## src/rtl/rect_fill_writer.sv

```systemverilog
// Rectangle-fill writer for the 640x480, 8-bit frame buffer.
// Software starts a command with a 4-phase start/done handshake. The block then
// writes one pixel per clock to the frame buffer write port. The rectangle is
// clipped to the screen, and row addresses advance by adding H_RES, so no
// multiplier is needed.
// Optional feature: define RECT_OUTLINE_EN to enable outline-only fills.
module rect_fill_writer #(
  parameter int unsigned H_RES   = 640,
  parameter int unsigned V_RES   = 480,
  parameter int unsigned ADDR_W  = 19,
  parameter int unsigned COLOR_W = 8
) (
  input  logic               clk,
  input  logic               reset_n,
  input  logic               start,
  input  logic [9:0]         cmd_x,
  input  logic [9:0]         cmd_y,
  input  logic [9:0]         cmd_w,
  input  logic [9:0]         cmd_h,
  input  logic [COLOR_W-1:0] cmd_color,
  input  logic               cmd_outline,
  output logic               busy,
  output logic               done,
  output logic [ADDR_W-1:0]  frame_wrAddress,
  output logic [COLOR_W-1:0] frame_input,
  output logic               frame_we
);

  typedef enum logic [1:0] {StIdle, StSetup, StFill, StDone} state_e;

  localparam logic [10:0]       HEnd      = 11'(H_RES);
  localparam logic [10:0]       VEnd      = 11'(V_RES);
  localparam logic [ADDR_W-1:0] RowStride = ADDR_W'(H_RES);

  state_e               state_q, state_d;
  logic [9:0]           x_q, x_d, y_q, y_d, w_q, w_d, h_q, h_d;
  logic [COLOR_W-1:0]   color_q, color_d;
  logic [10:0]          x_end_q, x_end_d, y_end_q, y_end_d;
  logic [10:0]          col_q, col_d, row_q, row_d;
  logic [ADDR_W-1:0]    row_base_q, row_base_d;
  logic                 busy_q, busy_d, done_q, done_d, we_q, we_d;
  logic [ADDR_W-1:0]    addr_q, addr_d;
  logic [COLOR_W-1:0]   data_q, data_d;

  logic [10:0]          x_sum, y_sum, x_clip, y_clip;
  logic                 empty;
  logic [ADDR_W-1:0]    y_ext, row_base_init;
  logic                 last_col, last_row, pix_we;

  // Clip in 11 bits so that x+w and y+h cannot overflow.
  assign x_sum  = {1'b0, x_q} + {1'b0, w_q};
  assign y_sum  = {1'b0, y_q} + {1'b0, h_q};
  assign x_clip = (x_sum > HEnd) ? HEnd : x_sum;
  assign y_clip = (y_sum > VEnd) ? VEnd : y_sum;
  assign empty  = (w_q == 10'd0) || (h_q == 10'd0) ||
                  ({1'b0, x_q} >= HEnd) || ({1'b0, y_q} >= VEnd);

  // y*640 = (y<<9) + (y<<7); this shift-add assumes H_RES is 640.
  assign y_ext         = ADDR_W'(y_q);
  assign row_base_init = (y_ext << 9) + (y_ext << 7);

  assign last_col = (col_q == x_end_q - 11'd1);
  assign last_row = (row_q == y_end_q - 11'd1);

`ifdef RECT_OUTLINE_EN
  logic outline_q, outline_d;
  logic on_border;
  assign on_border = (row_q == {1'b0, y_q}) || last_row || (col_q == {1'b0, x_q}) || last_col;
  // Interior pixels still take a cycle, but are not written.
  assign pix_we    = !outline_q || on_border;

  // Outline-mode flag, latched together with the rest of the command.
  always_ff @(posedge clk or negedge reset_n) begin
    if (!reset_n) outline_q <= 1'b0;
    else          outline_q <= outline_d;
  end
`else
  logic unused_outline;
  assign unused_outline = cmd_outline;
  assign pix_we         = 1'b1;
`endif

  // Next-state logic for the FSM, the command registers and the registered outputs.
  always_comb begin
    state_d    = state_q;
    x_d        = x_q;
    y_d        = y_q;
    w_d        = w_q;
    h_d        = h_q;
    color_d    = color_q;
    x_end_d    = x_end_q;
    y_end_d    = y_end_q;
    col_d      = col_q;
    row_d      = row_q;
    row_base_d = row_base_q;
    busy_d     = busy_q;
    done_d     = done_q;
    we_d       = 1'b0;
    addr_d     = addr_q;
    data_d     = data_q;
`ifdef RECT_OUTLINE_EN
    outline_d  = outline_q;
`endif
    case (state_q)
      StIdle: begin
        done_d = 1'b0;
        busy_d = 1'b0;
        if (start) begin
          x_d     = cmd_x;
          y_d     = cmd_y;
          w_d     = cmd_w;
          h_d     = cmd_h;
          color_d = cmd_color;
`ifdef RECT_OUTLINE_EN
          outline_d = cmd_outline;
`endif
          busy_d  = 1'b1;
          state_d = StSetup;
        end
      end
      StSetup: begin
        x_end_d    = x_clip;
        y_end_d    = y_clip;
        col_d      = {1'b0, x_q};
        row_d      = {1'b0, y_q};
        row_base_d = row_base_init;
        state_d    = empty ? StDone : StFill;
      end
      StFill: begin
        we_d   = pix_we;
        addr_d = row_base_q + ADDR_W'(col_q);
        data_d = color_q;
        if (last_col) begin
          col_d = {1'b0, x_q};
          if (last_row) begin
            state_d = StDone;
          end else begin
            row_d      = row_q + 11'd1;
            row_base_d = row_base_q + RowStride;
          end
        end else begin
          col_d = col_q + 11'd1;
        end
      end
      StDone: begin
        busy_d = 1'b0;
        // done is held for at least one cycle, even if start has already dropped.
        if (!done_q) begin
          done_d = 1'b1;
        end else if (!start) begin
          done_d  = 1'b0;
          state_d = StIdle;
        end
      end
      default: state_d = StIdle;
    endcase
  end

  // State, command and output registers; reset abandons any fill in progress.
  always_ff @(posedge clk or negedge reset_n) begin
    if (!reset_n) begin
      state_q    <= StIdle;
      x_q        <= '0;
      y_q        <= '0;
      w_q        <= '0;
      h_q        <= '0;
      color_q    <= '0;
      x_end_q    <= '0;
      y_end_q    <= '0;
      col_q      <= '0;
      row_q      <= '0;
      row_base_q <= '0;
      busy_q     <= 1'b0;
      done_q     <= 1'b0;
      we_q       <= 1'b0;
      addr_q     <= '0;
      data_q     <= '0;
    end else begin
      state_q    <= state_d;
      x_q        <= x_d;
      y_q        <= y_d;
      w_q        <= w_d;
      h_q        <= h_d;
      color_q    <= color_d;
      x_end_q    <= x_end_d;
      y_end_q    <= y_end_d;
      col_q      <= col_d;
      row_q      <= row_d;
      row_base_q <= row_base_d;
      busy_q     <= busy_d;
      done_q     <= done_d;
      we_q       <= we_d;
      addr_q     <= addr_d;
      data_q     <= data_d;
    end
  end

  assign busy            = busy_q;
  assign done            = done_q;
  assign frame_we        = we_q;
  assign frame_wrAddress = addr_q;
  assign frame_input     = data_q;

endmodule

```

## config.mk

```make
export PLATFORM = sky130hd
export DESIGN_NAME = rect_fill_writer
export DESIGN_NICKNAME = d
export VERILOG_FILES = /design/src/rtl/rect_fill_writer.sv
export SDC_FILE = /design/constraint.sdc
export NUM_CORES = 1
export LEC_CHECK = 0
export ABC_AREA = 1
export BUFFER_PORTS_ARGS = -buffer_cell sky130_fd_sc_hd__clkbuf_2
export CORE_AREA = 3 3 130 132
export DETAILED_ROUTE_END_ITERATION = 10
export DIE_AREA = 0 0 133 135
export GPL_TIMING_DRIVEN = 1
export PLACE_DENSITY = 0.76
export SETUP_SLACK_MARGIN = 0.1
export SYNTH_ARGS = -nofsm -noshare
export SYNTH_HDL_FRONTEND = slang
export SYNTH_SLANG_ARGS = --single-unit
```

## constraint.sdc

```tcl
create_clock -name clk -period 1.9 [get_ports clk]
set_input_delay 0.19 -clock clk [delete_from_list [all_inputs] [get_ports clk]]
set_output_delay 0.19 -clock clk [all_outputs]
set_load 0.1 [all_outputs]
```

==> reports/results.md, run 1 <==
GRT
- **routing usage on met3** 0.0715
- **aggregate global routing overflow** 0
- **GRT Max-Usage Layer** met2
- **via count of the first global-routing pass** 8783
- **met2 Use GR** 0.466
- **met1 layer usage reported by global route** 0.380
- **largest net degree at the start of global routing** 50
- **initial antenna violation count** 0
- **first-pass GRT wire length** 42.2 mm
- **Tot GR Track Use** 0.291

Setup path
- **Worst Setup End Kind** register
- **Crit Path Max Fanout** 5
- **Crit Path Class** reg -> reg
- **Critical-path top delay cell** dfrtp_1
- **required time reported for the critical path endpoint** 2.22 ns
- **cell repeated most along the worst path** nand2_2
- **critical path startpoint category** register
- **Arrival @ worst endpoint** 2.61 ns
- **maximum single-stage delay on the critical path** 0.43 ns
- **sequence of cells on the critical path** ha_4 -> fa_2 -> nand3_2 -> nand2_4 -> nand2_2 -> nand2_2 -> a21o_1 -> nand2_2 -> nand2_2 -> nor2_2 -> nand4_1 -> nand3_2 -> nand2_1

Placement
- **routability-driven placement congestion ratio** 0.975
- **post-placement worst setup slack** -0.229 ns
- **sum of net half-perimeters after detailed placement** 16.8 mm
- **number of buffers added on ports** 80

Drt
- **total iterations of the first detailed-routing run** 6
- **DRC** 0
- **routed wire length** 28.1 mm
- **vias after detailed routing** 9246
- **post-DR wirelength/cell** 17.0 um
- **residual antenna-violating net count after detailed routing** 0
- **detailed router's first-iteration violation count** 805
- **vias per inst** 5.60

Clock tree
- **Clock Tree Buf Depth** 2
- **number of levels in the clock H-tree** 4
- **insertion delay of the later-clocked pin in the worst-skew pair** 0.43 ns
- **sink count of the clock tree** 136
- **TritonCTS clock tree** done
- **clock-pin transition on the worst setup and hold timing paths** 0.06 ns
- **number of buffers created by CTS** 17
- **cell at the root of the clock tree** clkbuf_16

Synth
- **Synth Warn #** 0
- **sequential share of the synthesized area** 0.395
- **post-synthesis async set-or-reset flop share** 1.00
- **Yosys top cell by area** dfrtp_1
- **Syn Std Cell Area** 8630 um2
- **EDFF count, synth** 0
- **number of instances in the synthesized netlist** 1174
- **number of different library cells in the post-synthesis netlist** 44
- **average instance area after synthesis** 7.35 um2
- **synthesis-stage register bit count** 136
- **leading register cell type out of synthesis** dfrtp_1
- **Synth top area share** 0.395
- **Syn Nets** 1271
- **top area cells in the synthesized netlist** dfrtp_1 39%, nand2_1 16%, nand3_1 7.1%

STA
- **setup violation total in the final timing report** 53
- **unrepaired setup endpoints after global routing** yes
- **worst-margin pin slew** 0.553 ns
- **final critical delay including setup and external delays** 2.29 ns
- **worst setup margin** -0.394 ns
- **Worst Skew** 0.00963 ns
- **number of endpoints with negative hold slack in the final report** 0
- **max-slew violation count** 0
- **final worst-path cycle share** 1.21
- **highest clock rate** 436 MHz
- **Slew headroom** 0.633

Finish
- **final net count** 1520
- **synth-to-layout area growth** 42.4%
- **filler instances** 992
- **antenna diode count** 0
- **layout cells sized above 1** 0.347

Floorplan
- **Die Footprint** 18000 um2
- **horizontal die dimension** 133 um
- **IO Pins** 82
- **die height** 135 um
- **row count** 46
- **Initial Util** 0.545
- **core region area** 15800 um2

Outcome
- **status** complete, but fails checks
- **failing checks** setup timing

Flow run
- **number of violations of the max-capacitance limit** 0

Worst hold path
- **path class of the lowest-slack min-delay path** in -> reg

-- state kept, by name (all words and copies together), names as in the netlist, 8 cells and up --
| register | cells |
|---|---|
| col_q | 11 |
| color_q | 8 |
| frame_input | 8 |
| frame_wrAddress | 19 |
| h_q | 10 |
| row_base_q | 12 |
| row_q | 11 |
| w_q | 10 |
| x_end_q | 11 |
| x_q | 10 |
| y_end_q | 11 |
| y_q | 10 |
-- worst paths after layout --
check / start / to / slack, ns / depth (start not counted)
max reg2reg: h_q[0]$_DFFE_PN0P_ / y_end_q[0]$_DFFE_PN0P_ / -0.39 / 13
min: cmd_w[4] / w_q[4]$_DFFE_PN0P_ / 0.007 / 3
max: h_q[0]$_DFFE_PN0P_ / y_end_q[0]$_DFFE_PN0P_ / -0.39 / 13
max in group asynchronous: reset_n / w_q[1]$_DFFE_PN0P_ / 1.09 / 3
min in group asynchronous: reset_n / frame_wrAddress[3]$_DFFE_PN0P_ / 0.24 / 2
min reg2reg: color_q[7]$_DFFE_PN0P_ / frame_input[7]$_DFFE_PN0P_ / 0.47 / 2
-- metal layers --
metal	wire length (um)	up-vias
li1	-	4279
met1	11300	4318
met2	13200	524
met3	2510	125
met4	1100	0
met5	0	-
-- area by class of cell --
type                            instances  area [um2]  area share
Timing Repair Buffer                  263        2020       0.165
Multi-Input combinational cell        877        5550       0.452
Sequential cell                       136        3410       0.278
Tap cell                              216         270      0.0220
Clock buffer                           20         447      0.0364
Inverter                              128         480      0.0391
Clock inverter                         12         104     0.00845
-- logic make-up after synthesis --
logic type,Yosys count,synth area share
simple gates,642,0.314
buf+inv,165,0.0747
flops,136,0.395
compound gates,120,0.0753
fa+ha+maj,45,0.0679
xor+xnor,42,0.0426
mux,24,0.0312
-- worst max-delay path, delay by kind of cell (launching register included) --
family / cells / cell delay [ns]
AND/OR/NAND/NOR: 10 / 1.03
adder cells (fa/ha/maj): 2 / 0.55
AO/OA/AOI/OAI: 1 / 0.16
flip-flops: 1 / 0.43
-- layout by cell type (no fill, tap or decap), types with 7 or more instances in the layout --
master,n
buf_4,132
o21ai_0,34
dlygate4sd3_1,24
nand3_1,80
a21oi_1,45
inv_2,11
inv_1,116
nand3_2,41
mux2_2,23
nand2_1,295
ha_1,30
dfrtp_1,130
nand4_1,15
nor2_4,8
nor2_2,9
buf_6,18
a21oi_2,12
ha_4,10
buf_12,9
clkbuf_2,79
xor2_1,25
nor2_1,83
xnor2_1,11
nand2_2,60
clkbuf_16,17
nor3_1,9
nand2_4,20
o21ai_1,7
-- stage by stage --
step	hold WS [ns]	instances	utilization	TNS, ns	area (um2)
final	0.00736	1652	0.776	-11.47	12300
after global placement	0.125	1569	0.655	-7.92	10400
after global routing	0.0191	1652	0.776	-18.67	12300
after CTS	0.00108	1645	0.746	-6.63	11800
after floorplan	-0.106	1174	-	-0.704	8760
after detailed placement	0.124	1569	0.655	-9.70	10400
-- cell usage after synthesis (all sizes together) (12+ instances only) --
cell / number
mux2: 23
xor2: 29
nor3: 12
nand2: 377
a21oi: 58
nand3: 125
clkbuf: 27
o21ai: 42
ha: 42
dfrtp: 136
nor2: 100
inv: 128
xnor2: 13
nand4: 15
-- what timing repair did --
action | 4_1_cts | 5_1_grt
pin swaps | 54 | 60
buffers inserted | 14 | 10
gates cloned | 6 | 0
gates resized for setup | 112 | 114
setup endpoints to repair | 61 | 78
hold buffers | 24 | 0
endpoints found under the hold margin | 56 | 0
Power of run 1 is not shown: default switching activity piles up to over one toggle a cycle in this logic, so the estimate is an artifact.
==> run 2: changes to the inputs <==
--- a/config.mk
+++ b/config.mk
@@ -12,7 +12,6 @@
 export DIE_AREA = 0 0 133 135
 export GPL_TIMING_DRIVEN = 1
 export PLACE_DENSITY = 0.76
-export SETUP_SLACK_MARGIN = 0.1
 export SYNTH_ARGS = -nofsm -noshare
 export SYNTH_HDL_FRONTEND = slang
 export SYNTH_SLANG_ARGS = --single-unit
==> reports/results.md, run 2 (synthesized netlist as in run 1, its figures left out) <==
Clock tree
- **clock-pin transition on the worst setup and hold timing paths** 0.06 ns, about the same
- **number of levels in the clock H-tree** 4, unchanged
- **insertion delay of the later-clocked pin in the worst-skew pair** 0.43 ns, about the same
- **sink count of the clock tree** 136, unchanged
- **Clock Tree Buf Depth** 2, unchanged
- **TritonCTS clock tree** done, unchanged
- **cell at the root of the clock tree** clkbuf_16, unchanged
- **number of buffers created by CTS** 17, unchanged

STA
- **max-slew violation count** 0, unchanged
- **number of endpoints with negative hold slack in the final report** 0, unchanged
- **unrepaired setup endpoints after global routing** yes, unchanged
- **highest clock rate** 437 MHz, was 436 MHz
- **worst setup margin** -0.387 ns, was -0.394 ns
- **Slew headroom** 0.628, was 0.633
- **setup violation total in the final timing report** 54, was 53
- **Sum Neg Setup Slack** -10.52 ns, was -11.47 ns
- **final critical delay including setup and external delays** 2.29 ns, about the same
- **worst-margin pin slew** 0.561 ns, was 0.553 ns
- **final worst-path cycle share** 1.20, was 1.21
- **Worst Skew** 0.00748 ns, was 0.00963 ns

Placement
- **routability-driven placement congestion ratio** 0.928, was 0.975
- **sum of net half-perimeters after detailed placement** 16.8 mm, about the same
- **number of buffers added on ports** 80, unchanged

Setup path
- **cell repeated most along the worst path** nand2_2, unchanged
- **Arrival @ worst endpoint** 2.65 ns, was 2.61 ns
- **minimum setup slack among reg-to-reg paths** -0.39 ns, about the same
- **Crit Path Max Fanout** 8, was 5
- **Crit Path Class** reg -> reg, unchanged
- **reg2reg start** x_q[0]$_DFFE_PN0P_, was h_q[0]$_DFFE_PN0P_
- **end of the worst register-to-register path** x_end_q[2]$_DFFE_PN0P_, was y_end_q[0]$_DFFE_PN0P_
- **instance count on the critical path** 13, unchanged
- **worst setup path start** x_q[0]$_DFFE_PN0P_, was h_q[0]$_DFFE_PN0P_
- **Worst Setup End Kind** register, unchanged
- **Critical Path End** x_end_q[2]$_DFFE_PN0P_, was y_end_q[0]$_DFFE_PN0P_
- **critical path startpoint category** register, unchanged
- **Critical-path top delay cell** dfrtp_1, unchanged
- **required time reported for the critical path endpoint** 2.27 ns, was 2.22 ns
- **total buffers and inverters traversed by the critical path** 1, was 0
- **kind of cell adding the most delay to the critical path** simple AND/OR/NAND/NOR gates, unchanged
- **sequence of cells on the critical path** ha_2 -> inv_2 -> fa_2 -> nand3b_1 -> nand2_2 -> a21oi_2 -> xor2_1 -> nand3_1 -> nand2_2 -> nand2_2 -> nand2_4 -> nand3b_1 -> nand2_1, was ha_4 -> fa_2 -> nand3_2 -> nand2_4 -> nand2_2 -> nand2_2 -> a21o_1 -> nand2_2 -> nand2_2 -> nor2_2 -> nand4_1 -> nand3_2 -> nand2_1
- **maximum single-stage delay on the critical path** 0.39 ns, was 0.43 ns
- **Register-to-Register Path Depth** 13, unchanged

Finish
- **layout cells sized above 1** 0.279, was 0.347
- **final net count** 1499, was 1520
- **register area** 3410 um2, about the same
- **antenna diode count** 0, unchanged
- **filler instances** 1141, was 992
- **most frequent standard cell in the layout excluding fill and tap cells** nand2_1, unchanged
- **multi-input combinational cell area** 5080 um2, was 5550 um2
- **highest-count cells in the layout ignoring fill and taps** 340 x nand2_1, 136 x buf_4, 133 x dfrtp_1, was 295 x nand2_1, 132 x buf_4, 130 x dfrtp_1
- **synth-to-layout area growth** 34.7%, was 42.4%
- **max FFs per register** 19, unchanged

Drt
- **total iterations of the first detailed-routing run** 5, was 6
- **Met3 Routed Length** 1.76 mm, was 2.51 mm
- **post-DR wirelength/cell** 15.3 um, was 17.0 um
- **detailed router's first-iteration violation count** 657, was 805
- **vias per inst** 5.34, was 5.60
- **detailed-routing wirelength on met1** 10.6 mm, was 11.3 mm
- **residual antenna-violating net count after detailed routing** 0, unchanged
- **DRC** 0, unchanged
- **vias after detailed routing** 8708, was 9246
- **met2 wire length** 12.1 mm, was 13.2 mm
- **highest layer used for signal routing** met4, unchanged
- **routed wire length** 25.0 mm, was 28.1 mm

GRT
- **largest net degree at the start of global routing** 58, was 50
- **aggregate global routing overflow** 0, unchanged
- **first-pass GRT wire length** 39.3 mm, was 42.2 mm
- **via count of the first global-routing pass** 8367, was 8783
- **Tot GR Track Use** 0.269, was 0.291
- **initial antenna violation count** 0, unchanged

Floorplan
- **row count** 46, unchanged
- **horizontal die dimension** 133 um, unchanged
- **die height** 135 um, unchanged
- **core region area** 15800 um2, unchanged
- **IO Pins** 82, unchanged
- **Die Footprint** 18000 um2, unchanged
- **Initial Util** 0.545, unchanged

Outcome
- **failing checks** setup timing, unchanged
- **status** complete, but fails checks, unchanged

Flow run
- **number of violations of the max-capacitance limit** 0, unchanged

Worst hold path
- **path class of the lowest-slack min-delay path** in -> reg, unchanged
- **beginning of the worst hold path** cmd_w[6], was cmd_w[4]
- **Hold Crit Depth** 2, was 3

run 2: cell types whose count changed in the layout (fill, tap and decap cells not counted), sizes merged, moves of 3 or more:
cell         delta
buf            -14
dlygate4sd3     -5
nand2           -4
clkinv          -3
inv             +3
run 2: worst register-to-register path, cell delays in order (launching register included):
cell and delay (ns):
dfrtp_1 0.39, ha_2 0.21, inv_2 0.04, fa_2 0.36, nand3b_1 0.20, nand2_2 0.13, a21oi_2 0.08, xor2_1 0.25
nand3_1 0.13, nand2_2 0.08, nand2_2 0.06, nand2_4 0.12, nand3b_1 0.10, nand2_1 0.07
run 2: cell type report:
type | count | share of cell area
Clock inverter | 13 | 0.0124
Multi-Input combinational cell | 874 | 0.437
Inverter | 128 | 0.0414
Clock buffer | 19 | 0.0381
Sequential cell | 136 | 0.293
Tap cell | 216 | 0.0233
Timing Repair Buffer | 245 | 0.155
run 2: routing by layer:
metal | up-vias | global-route usage
met2 | 330 | 0.456
met5 | - | 0
met3 | 50 | 0.0566
met4 | 0 | 0.0883
met1 | 4063 | 0.347
li1 | 4265 | -
run 2: repair_timing:
item / CTS / global route
resized for setup: 41 / 70
gates cloned: 1 / 1
setup endpoints to repair: 55 / 61
hold endpoints to repair: 52 / 2
hold buffers: 17 / 2
pin swaps: 15 / 42
setup buffers: 6 / 9
run 2: per-stage QoR:
step | hold WS, ns | utilization | instance area (um2) | cells | setup slack (ns)
after detailed placement | 0.130 | 0.648 | 10300 | 1563 | -0.237
after global routing | 0.00345 | 0.734 | 11600 | 1631 | -0.464
after floorplan | -0.106 | - | 8710 | 1174 | -0.0429
after CTS | 0.000398 | 0.711 | 11300 | 1619 | -0.171
final | 0.00342 | 0.734 | 11600 | 1631 | -0.387
after global placement | 0.126 | 0.648 | 10300 | 1563 | -0.182
run 2: worst min path at each step:
stage | to | slack, ns
2_1_floorplan | busy$_DFFE_PN0P_ | -0.11
3_3_place_gp | frame_wrAddress[2]$_DFFE_PN0P_ | 0.13
3_5_place_dp | frame_wrAddress[3]$_DFFE_PN0P_ | 0.13
4_1_cts | color_q[6]$_DFFE_PN0P_ | 0.0004
5_1_grt | w_q[6]$_DFFE_PN0P_ | 0.003
6_report | w_q[6]$_DFFE_PN0P_ | 0.003
Power of run 2 is left out for the same reason.
==> run 3: changes to the inputs <==
==> config.mk (replaced) <==
export PLATFORM = sky130hd
export DESIGN_NAME = rect_fill_writer
export DESIGN_NICKNAME = d
export VERILOG_FILES = /design/src/rtl/rect_fill_writer.sv
export SDC_FILE = /design/constraint.sdc
export NUM_CORES = 1
export LEC_CHECK = 0
export ABC_AREA = 0
export BUFFER_PORTS_ARGS = -buffer_cell sky130_fd_sc_hd__clkbuf_2
export CORE_AREA = 3 3 127 129
export DETAILED_ROUTE_END_ITERATION = 10
export DIE_AREA = 0 0 130 132
export GPL_TIMING_DRIVEN = 1
export PLACE_DENSITY_LB_ADDON = 0.3
export SYNTH_ARGS = -nofsm -noshare
export SYNTH_HDL_FRONTEND = slang
export SYNTH_SLANG_ARGS = --single-unit
==> reports/results.md, run 3 <==
Setup path
- **Worst Setup End Kind** register, unchanged
- **Arrival @ worst endpoint** 3.50 ns, was 2.65 ns
- **worst setup path start** y_end_q[1]$_DFFE_PN0P_, was x_q[0]$_DFFE_PN0P_
- **Register-to-Register Path Depth** 10, was 13
- **reg2reg start** y_end_q[1]$_DFFE_PN0P_, was x_q[0]$_DFFE_PN0P_
- **Crit Path Max Fanout** 5, was 8
- **required time reported for the critical path endpoint** 2.21 ns, was 2.27 ns
- **Crit Path Class** reg -> reg, unchanged
- **critical path startpoint category** register, unchanged

Drt
- **met2 wire length** 16.0 mm, was 12.1 mm
- **routed wire length** 32.9 mm, was 25.0 mm
- **vias per inst** 6.54, was 5.34
- **vias after detailed routing** 8947, was 8708
- **highest layer used for signal routing** met4, unchanged
- **total iterations of the first detailed-routing run** 6, was 5
- **residual antenna-violating net count after detailed routing** 0, unchanged
- **post-DR wirelength/cell** 24.0 um, was 15.3 um
- **detailed-routing wirelength on met1** 11.4 mm, was 10.6 mm
- **Met3 Routed Length** 2.66 mm, was 1.76 mm
- **detailed router's first-iteration violation count** 921, was 657
- **DRC** 0, unchanged

Finish
- **final net count** 1265, was 1499
- **final cell area excluding filler cells** 12700 um2, was 11600 um2
- **synth-to-layout area growth** 56.7%, was 34.7%
- **filler instances** 683, was 1141
- **final std cells w/o fill** 1369, was 1631
- **highest-count cells in the layout ignoring fill and taps** 229 x buf_4, 133 x dfrtp_1, 79 x clkbuf_2, was 340 x nand2_1, 136 x buf_4, 133 x dfrtp_1
- **multi-input combinational cell area** 5390 um2, was 5080 um2
- **max FFs per register** 19, unchanged
- **final standard cell utilization of the core** 0.839, was 0.734
- **most frequent standard cell in the layout excluding fill and tap cells** buf_4, was nand2_1
- **layout cells sized above 1** 0.504, was 0.279
- **antenna diode count** 0, unchanged
- **register area** 3410 um2, unchanged

STA
- **worst-margin pin slew** 0.596 ns, was 0.561 ns
- **Worst Skew** 0.0106 ns, was 0.00748 ns
- **number of endpoints with negative hold slack in the final report** 4, was 0
- **Slew headroom** 0.599, was 0.628
- **highest clock rate** 313 MHz, was 437 MHz
- **final worst-path cycle share** 1.68, was 1.20
- **Min Hold Slack** -0.00735 ns, was 0.00342 ns
- **worst setup margin** -1.29 ns, was -0.387 ns
- **final critical delay including setup and external delays** 3.19 ns, was 2.29 ns
- **setup violation total in the final timing report** 64, was 54
- **max-slew violation count** 0, unchanged
- **unrepaired setup endpoints after global routing** yes, unchanged
- **Sum Neg Setup Slack** -55.72 ns, was -10.52 ns

Synth
- **Syn Std Cell Area** 8110 um2, was 8630 um2
- **adder-cell share of the synthesized area** 0.0722, was 0.0679
- **number of instances in the synthesized netlist** 808, was 1174
- **synthesis-stage register bit count** 136, unchanged
- **most frequent cell after synthesis** dfrtp_1, was nand2_1
- **Simple-Gate Fraction of Synth Area** 0.148, was 0.314
- **Syn Nets** 905, was 1271
- **main combinational cell family by area after synthesis** compound AO/OA/AOI/OAI gates, was simple AND/OR/NAND/NOR gates
- **top area cells in the synthesized netlist** dfrtp_1 42%, mux2_2 9.6%, ha_1 6.5%, was dfrtp_1 39%, nand2_1 16%, nand3_1 7.1%
- **Synth Warn #** 0, unchanged
- **EDFF count, synth** 0, unchanged
- **number of different library cells in the post-synthesis netlist** 68, was 44
- **Synth Area in XOR/XNOR** 0.0583, was 0.0426
- **Synth top cells by count** 136 x dfrtp_1, 69 x mux2_2, 59 x nand2_1, was 376 x nand2_1, 136 x dfrtp_1, 125 x inv_1
- **Yosys top cell by area** dfrtp_1, unchanged
- **average instance area after synthesis** 10.0 um2, was 7.35 um2
- **Synth top area share** 0.419, was 0.395
- **sequential share of the synthesized area** 0.419, was 0.395
- **multiplexer fraction of the synthesized cell area** 0.107, was 0.0312
- **leading register cell type out of synthesis** dfrtp_1, unchanged
- **compound-gate portion of the synthesized area** 0.161, was 0.0753
- **post-synthesis async set-or-reset flop share** 1.00, unchanged

Floorplan
- **row count** 45, was 46
- **horizontal die dimension** 130 um, was 133 um
- **IO Pins** 82, unchanged
- **Initial Util** 0.536, was 0.545
- **core region area** 15100 um2, was 15800 um2
- **Die Footprint** 17200 um2, was 18000 um2
- **die height** 132 um, was 135 um

GRT
- **initial antenna violation count** 0, unchanged
- **Tot GR Track Use** 0.311, was 0.269
- **aggregate global routing overflow** 0, unchanged
- **largest net degree at the start of global routing** 56, was 58
- **first-pass GRT wire length** 42.3 mm, was 39.3 mm
- **via count of the first global-routing pass** 8476, was 8367

Clock tree
- **sink count of the clock tree** 136, unchanged
- **number of buffers created by CTS** 17, unchanged
- **cell at the root of the clock tree** clkbuf_16, unchanged
- **Clock Tree Buf Depth** 2, unchanged
- **TritonCTS clock tree** done, unchanged
- **number of levels in the clock H-tree** 4, unchanged
- **insertion delay of the later-clocked pin in the worst-skew pair** 0.44 ns, was 0.43 ns
- **clock-pin transition on the worst setup and hold timing paths** 0.07 ns, was 0.06 ns

Power and ir drop
- **static power due to leakage** 6.32 nW
- **Max IR drop VDD** 611 uV
- **power after layout** 6.62 mW
- **total power density per cell area** 521 nW/um2

Flow run
- **number of violations of the max-capacitance limit** 0, unchanged

Worst hold path
- **Hold Crit Depth** 2, unchanged
- **path class of the lowest-slack min-delay path** in -> reg, unchanged
- **beginning of the worst hold path** cmd_x[6], was cmd_w[6]

Placement
- **dpl cells** 1261, was 1563
- **Placed Area** 10600 um2, was 10300 um2
- **number of buffers added on ports** 80, unchanged
- **post-placement worst setup slack** -1.16 ns, was -0.237 ns
- **routability-driven placement congestion ratio** 0.923, was 0.928
- **sum of net half-perimeters after detailed placement** 16.1 mm, was 16.8 mm

Outcome
- **failing checks** hold timing, setup timing, was setup timing
- **status** complete, but fails checks, unchanged

[run 3: cell count changes in the layout (fill, tap and decap cells not counted), sizes merged, moves of 13 or more]
cell / delta
nand2: -318
nor2: -59
xnor2: +23
buf: +121
inv: -90
a21oi: -13
nand3: -101
mux2: +46
nor2b: +13
[run 3: cell type report]
class                      instances  area share
multi-input combinational        600       0.424
sequential                       136       0.268
timing repair buffer             376       0.231
clock buffer                      18      0.0345
tap                              188      0.0185
clock inverter                    14      0.0136
inverter                          37      0.0109
[run 3: timing repair]
action,4_1_cts,5_1_grt
endpoints found under the hold margin,73,1
pin swaps,35,69
gates resized for setup,70,117
hold buffers,29,1
gates cloned,2,1
endpoints found under the setup margin,60,64
setup buffers,20,25
[run 3: cells by family (layout without fill, tap and decap cells)]
kind of cell / count (synthesis) / after routing
flops: 136 / 136
xor+xnor: 54 / 54
compound gates: 190 / 190
fa+ha+maj: 45 / 45
mux: 78 / 79
buf+inv: 73 / 445
simple gates: 232 / 232
[run 3: power by group]
group	leakage, nW	total (mW)	internal [mW]	switching (mW)
Combinational	4.17	0.185	0.0887	0.0964
Clock	0.297	3.54	2.11	1.43
Sequential	1.85	2.90	2.90	0
Total	6.32	6.62	5.09	1.53
[run 3: metal layers]
layer | up-vias | global-route usage
met5 | - | 0
met4 | 0 | 0.163
met3 | 268 | 0.0583
met2 | 678 | 0.534
met1 | 4294 | 0.365
li1 | 3707 | -
[run 3: critical path, stage by stage, from the launching register on]
cell      delay, ns
dfrtp_1        0.39
buf_4          0.15
or4_4          0.54
or4_1          0.53
o311ai_1       0.13
nor2_1         0.17
o31ai_4        0.33
buf_6          0.20
nor3_1         0.08
a311oi_1       0.44
nor3_1         0.10
[run 3: final timing paths]
| path | endpoint | slack, ns |
|---|---|---|
| max in group asynchronous | row_base_q[15]$_DFFE_PN0P_ | 0.99 |
| setup reg to reg | row_q[6]$_DFFE_PN0P_ | -1.29 |
| hold reg to reg | color_q[4]$_DFFE_PN0P_ | 0.51 |
| hold / removal | x_q[6]$_DFFE_PN0P_ | -0.007 |
| setup / recovery | row_q[6]$_DFFE_PN0P_ | -1.29 |
| min in group asynchronous | y_end_q[4]$_DFFE_PN0P_ | 0.28 |
Power figures use the tool's default switching activity.
